<file path="src/rtl/fib_pkg.sv">
// rtl/fib_pkg.sv - shared state encoding and seed terms for the Fibonacci datapath
package fib_pkg;

  typedef enum logic [1:0] {
    ST_IDLE   = 2'd0,
    ST_SEARCH = 2'd1,
    ST_DONE   = 2'd2
  } fib_state_t;

  // Generator and finder must agree on F(0) and F(1).
  localparam int FIB_SEED0 = 1;
  localparam int FIB_SEED1 = 1;

endpackage

</file>
<file path="src/rtl/fib_term_step.sv">
// rtl/fib_term_step.sv - current/next Fibonacci term pair with seed load and saturating advance
module fib_term_step
  import fib_pkg::*;
#(
  parameter int W = 6
) (
  input  logic         clk,
  input  logic         CLR,
  input  logic         load,
  input  logic         advance,
  output logic [W-1:0] a,
  output logic [W-1:0] b
);

  logic [W:0]   sum;
  logic [W-1:0] sum_sat;

  // Clamp instead of wrapping so an oversized term always compares high.
  assign sum     = {1'b0, a} + {1'b0, b};
  assign sum_sat = sum[W] ? {W{1'b1}} : sum[W-1:0];

  always_ff @(posedge clk) begin
    if (CLR) begin
      a <= W'(FIB_SEED0);
      b <= W'(FIB_SEED1);
    end else if (load) begin
      a <= W'(FIB_SEED0);
      b <= W'(FIB_SEED1);
    end else if (advance) begin
      a <= b;
      b <= sum_sat;
    end
  end

endmodule

</file>
<file path="src/rtl/fib_index_finder.sv">
// rtl/fib_index_finder.sv - walks the Fibonacci sequence one term per clock to find the index of a value
module fib_index_finder
  import fib_pkg::*;
#(
  parameter int VW = 5,
  parameter int NW = 3
) (
  input  logic          clk,
  input  logic          CLR,
  input  logic          start,
  input  logic [VW-1:0] value,
  output logic [NW-1:0] n,
  output logic          found,
  output logic          done,
  output logic          busy
);

  localparam int AW = VW + 1;
  localparam logic [NW-1:0] IDX_MAX = {NW{1'b1}};

  fib_state_t    state;
  logic [VW-1:0] tgt;
  logic [NW-1:0] idx;
  logic [AW-1:0] a;
  logic [AW-1:0] b;
  logic          load;
  logic          advance;
  logic          hit;
  logic          over;

  assign hit     = (a == {1'b0, tgt});
  assign over    = (a > {1'b0, tgt}) || (idx == IDX_MAX);
  assign load    = (state == ST_IDLE) && start;
  assign advance = (state == ST_SEARCH) && !hit && !over;

  fib_term_step #(.W(AW)) u_step (
    .clk     (clk),
    .CLR     (CLR),
    .load    (load),
    .advance (advance),
    .a       (a),
    .b       (b)
  );

  always_ff @(posedge clk) begin
    if (CLR) begin
      state <= ST_IDLE;
      tgt   <= '0;
      idx   <= '0;
      n     <= '0;
      found <= 1'b0;
      done  <= 1'b0;
      busy  <= 1'b0;
    end else begin
      case (state)
        ST_IDLE: begin
          done <= 1'b0;
          if (start) begin
            tgt   <= value;
            idx   <= '0;
            busy  <= 1'b1;
            found <= 1'b0;
            state <= ST_SEARCH;
          end
        end
        ST_SEARCH: begin
          // A match wins over the range limit, so the last index can still hit.
          if (hit) begin
            n     <= idx;
            found <= 1'b1;
            done  <= 1'b1;
            busy  <= 1'b0;
            state <= ST_DONE;
          end else if (over) begin
            n     <= '0;
            found <= 1'b0;
            done  <= 1'b1;
            busy  <= 1'b0;
            state <= ST_DONE;
          end else begin
            idx <= idx + NW'(1);
          end
        end
        ST_DONE: begin
          done  <= 1'b0;
          state <= ST_IDLE;
        end
        default: state <= ST_IDLE;
      endcase
    end
  end

endmodule

</file>
<file path="config.mk">
export PLATFORM = sky130hd
export DESIGN_NAME = fib_index_finder
export DESIGN_NICKNAME = d
export VERILOG_FILES = /design/src/rtl/fib_pkg.sv /design/src/rtl/fib_term_step.sv /design/src/rtl/fib_index_finder.sv
export SDC_FILE = /design/constraint.sdc
export NUM_CORES = 1
export LEC_CHECK = 0
export BUFFER_PORTS_ARGS = -buffer_cell sky130_fd_sc_hd__buf_4
export CAP_MARGIN = 10
export CORE_UTILIZATION = 45
export CTS_BUF_LIST = sky130_fd_sc_hd__clkbuf_4 sky130_fd_sc_hd__clkbuf_8 sky130_fd_sc_hd__clkbuf_16
export CTS_CLUSTER_DIAMETER = 200
export CTS_CLUSTER_SIZE = 25
export DETAILED_ROUTE_END_ITERATION = 7
export MAX_ROUTING_LAYER = met4
export PLACE_DENSITY = 0.74
export SLEW_MARGIN = 20
export SYNTH_ARGS = -nofsm -noshare
export SYNTH_HDL_FRONTEND = slang
export SYNTH_HIERARCHICAL = 1
export SYNTH_SLANG_ARGS = --single-unit
</file>
<file path="constraint.sdc">
create_clock -name clk -period 5.1 [get_ports clk]
set_input_delay 0.255 -clock clk [delete_from_list [all_inputs] [get_ports clk]]
set_output_delay 0.255 -clock clk [all_outputs]
set_load 0.01 [all_outputs]
</file>
==> run metrics <==
switching pwr 0.000108 W; internal reg-to-reg setup slack 2.33 ns; final setup vio count 0; vias 1,108; layout cells sized above 1 13.1%; Clock Latency Late Sink 0.33 ns; largest stage delay on the critical path 0.79 ns; # hold bufs at CTS 0; average cell area after synthesis 9.33 um^2; Synth cell types 41; IO Pins 14; final wirelength 2780 um; Cells after DPL 208; Post-Layout Cell Count 212; Sw Share 26.6%; Bufs and invs on worst path 1; Clock Power Share 26.4%; Hold Crit Start value[3]; critical path peak fanout 19; ANT cells 0; Logic pwr share 15.9%; Top Family by Delay on Critical Path compound AO/OA/AOI/OAI gates; Post-Syn Nets 177; most frequent cells in the layout 28 x dfxtp_1, 16 x nand2_1; Max Fclk 361 MHz; RSZ-0062 raised after global routing no; sequential fraction of the synthesis area 38.8%; worst-margin pin slew 0.897 ns; r2r startpoint u_step/a[0]$_SDFFE_PP1P_; Synth Instances 155; power density over the cells 253 nW/um^2; Reg power frac 57.6%; Core ar. 3050 um^2; FILL cells 302; Max Cap Violations 0; CTS tree built; Clock Skew 0.0101 ns; CTS Buf Count 3; CP arrival 3.01 ns; leakage power 0.726 nW; Root Buffer clkbuf_4; first-pass GRT wire length 4840 um; synth-to-layout area growth 11.2%; Routed Antenna Nets 0; commonest non-fill, non-tap cell in the layout dfxtp_1; crit path time final 2.77 ns; Int Pwr 0.000299 W; Row Count 20; Worst Setup SP u_step/a[0]$_SDFFE_PP1P_; H-tree levels 1; Slew Limit Fails 0; Pre-Repair DR Iteration Count 4; element type at the critical path end flop; critical path, cell by cell inv_1 > ha_1 > nand2b_4 > a21o_1 > a211oi_4 > nor3b_2 > o211ai_1 > mux2i_1 > nor2_1; die height 58.7 um; slew margin rel. 40.0%; Hold Crit Class input pin to flop; pin count of the biggest net entering global routing 20; Mapped Area 1450 um^2; period utilization 54.4%; Congestion Overflow GR 0; post-cts gate resize count 0; Yosys warnings 6; GP Congestion 0.805; Fin. Hold Viols 0; Crit-path slowest cell a211oi_4; DR iter-0 viols 22; clock buffer depth 2; Setup CP Type flop to flop; port bufs 13; worst path required time 5.34 ns; die width 58.7 um; Initial Util 47.4%; Num Clock Sinks 28; die area 3450 um^2; status finished, final reports clean; setup TNS 0 ns; number of synthesized register bits 28; vias in the first global route 1,121; post-DR wirelength/cell 13.1 um; Setup Fix Bufs, Post-CTS 0; initial antenna violation count 0; HPWL after detailed placement 2140 um; peak supply drop 0.000162 V; DRC errors left 0; gr usage total 18.9%; CTS clk-pin slew, worst paths 0.15 ns; Worst Setup Start Kind flop; Layout Nets 191; Via density 5.23
==> cell families (layout without fill, tap and decap cells) <==
group,after synthesis,in the layout,share of synthesized area (%)
DFF,28,28,38.8
and+or+nand+nor,48,48,17.4
xor gates and xnor gates,2,2,1.21
muxes,10,10,7.27
buffers and inverters,14,27,4.50
adders and majority gates,14,14,12.6
AOI/OAI and AO/OA,39,39,18.3
==> cells in the mapped netlist <==
library cell / instances / area share [%]
buf_4: 1 / 0.52
and3_1: 2 / 0.86
mux2i_1: 9 / 6.2
o2111a_1: 1 / 0.78
nand3_1: 2 / 0.69
nor3b_2: 1 / 0.86
xor2_1: 1 / 0.61
nor2_1: 13 / 3.4
a211oi_1: 1 / 0.52
o21ai_1: 2 / 0.69
nand3b_1: 1 / 0.52
mux2_4: 1 / 1.0
or3b_1: 1 / 0.61
clkbuf_1: 1 / 0.26
nor2b_1: 1 / 0.43
o22ai_1: 1 / 0.43
nand2b_1: 3 / 1.3
nand2b_4: 2 / 1.9
a21o_1: 5 / 2.6
a211oi_4: 1 / 1.4
a22oi_1: 1 / 0.52
a21oi_1: 13 / 4.5
inv_1: 10 / 2.6
o21a_1: 1 / 0.52
nand4b_1: 1 / 0.61
a41o_1: 1 / 0.69
nor3b_1: 1 / 0.52
nor3_1: 2 / 0.69
xnor2_1: 1 / 0.61
o21ai_0: 7 / 2.4
nand2_1: 16 / 4.2
dfxtp_1: 28 / 39
o211ai_1: 1 / 0.52
buf_2: 1 / 0.35
buf_6: 1 / 0.78
nor4_1: 1 / 0.43
a311oi_1: 1 / 0.61
a32o_1: 3 / 2.1
or2_1: 1 / 0.43
ha_1: 13 / 11
fa_1: 1 / 1.4
==> sequential cells by signal (all words and copies together) (netlist names) <==
name / cells
u_step/b: 6
found: 1
state: 2
idx: 3
done: 1
n: 3
tgt: 5
u_step/a: 6
busy: 1
==> final timing paths <==
check,endpoint,cells after the start
hold / removal,tgt[3]$_SDFFE_PP0P_,3
setup / recovery,u_step/b[5]$_SDFFE_PP0P_,9
hold reg to reg,done$_SDFFE_PP0P_,2
setup reg to reg,u_step/b[5]$_SDFFE_PP0P_,9
==> worst reg2reg max path, delay by kind of cell (launching register included) <==
kind	cells	cell delay, ns
buffers and inverters	1	0.06
multiplexers	1	0.19
AND/OR/NAND/NOR	3	0.62
AO/OA/AOI/OAI	3	1.13
flip-flops	1	0.39
adder cells (fa/ha/maj)	1	0.30
==> routing by layer <==
| metal | part of all wire, % | track usage (%) |
|---|---|---|
| met1 | 48 | 22.5 |
| met2 | 49 | 33.8 |
| met3 | 1.9 | 1.98 |
| met4 | 0.76 | 5.10 |
| met5 | 0 | - |
==> area by class of cell <==
class                           count  area (um^2)  area share [%]
Sequential cell                    28          561            34.9
Clock buffer                        4         36.3            2.26
Timing Repair Buffer               13         97.6            6.07
Tap cell                           44         55.1            3.42
Inverter                           10         37.5            2.33
Multi-Input combinational cell    113          821            51.1
==> power by group through the flow <==
stage	clock network (W)	logic (W)	registers (W)
final	0.000108	0.0000649	0.000235
after global routing	0.000117	0.0000724	0.000236
after CTS	0.000110	0.0000650	0.000235
after detailed placement	0	0.0000645	0.000240
after global placement	0	0.0000622	0.000239
after floorplan	0	0.0000497	0.000238
==> metrics by stage <==
step,power [W],setup WS [ns],hold slack (ns),cell area (um^2),util [%]
2_1_floorplan,0.000288,2.94,0.390,1450,-
3_3_place_gp,0.000301,2.49,0.434,1570,51.5
3_5_place_dp,0.000304,2.34,0.444,1570,51.5
4_1_cts,0.000409,2.33,0.161,1610,52.7
5_1_grt,0.000426,2.04,0.163,1610,52.7
6_report,0.000407,2.33,0.167,1610,52.7
Note: power is estimated with default switching activity, not from simulation.
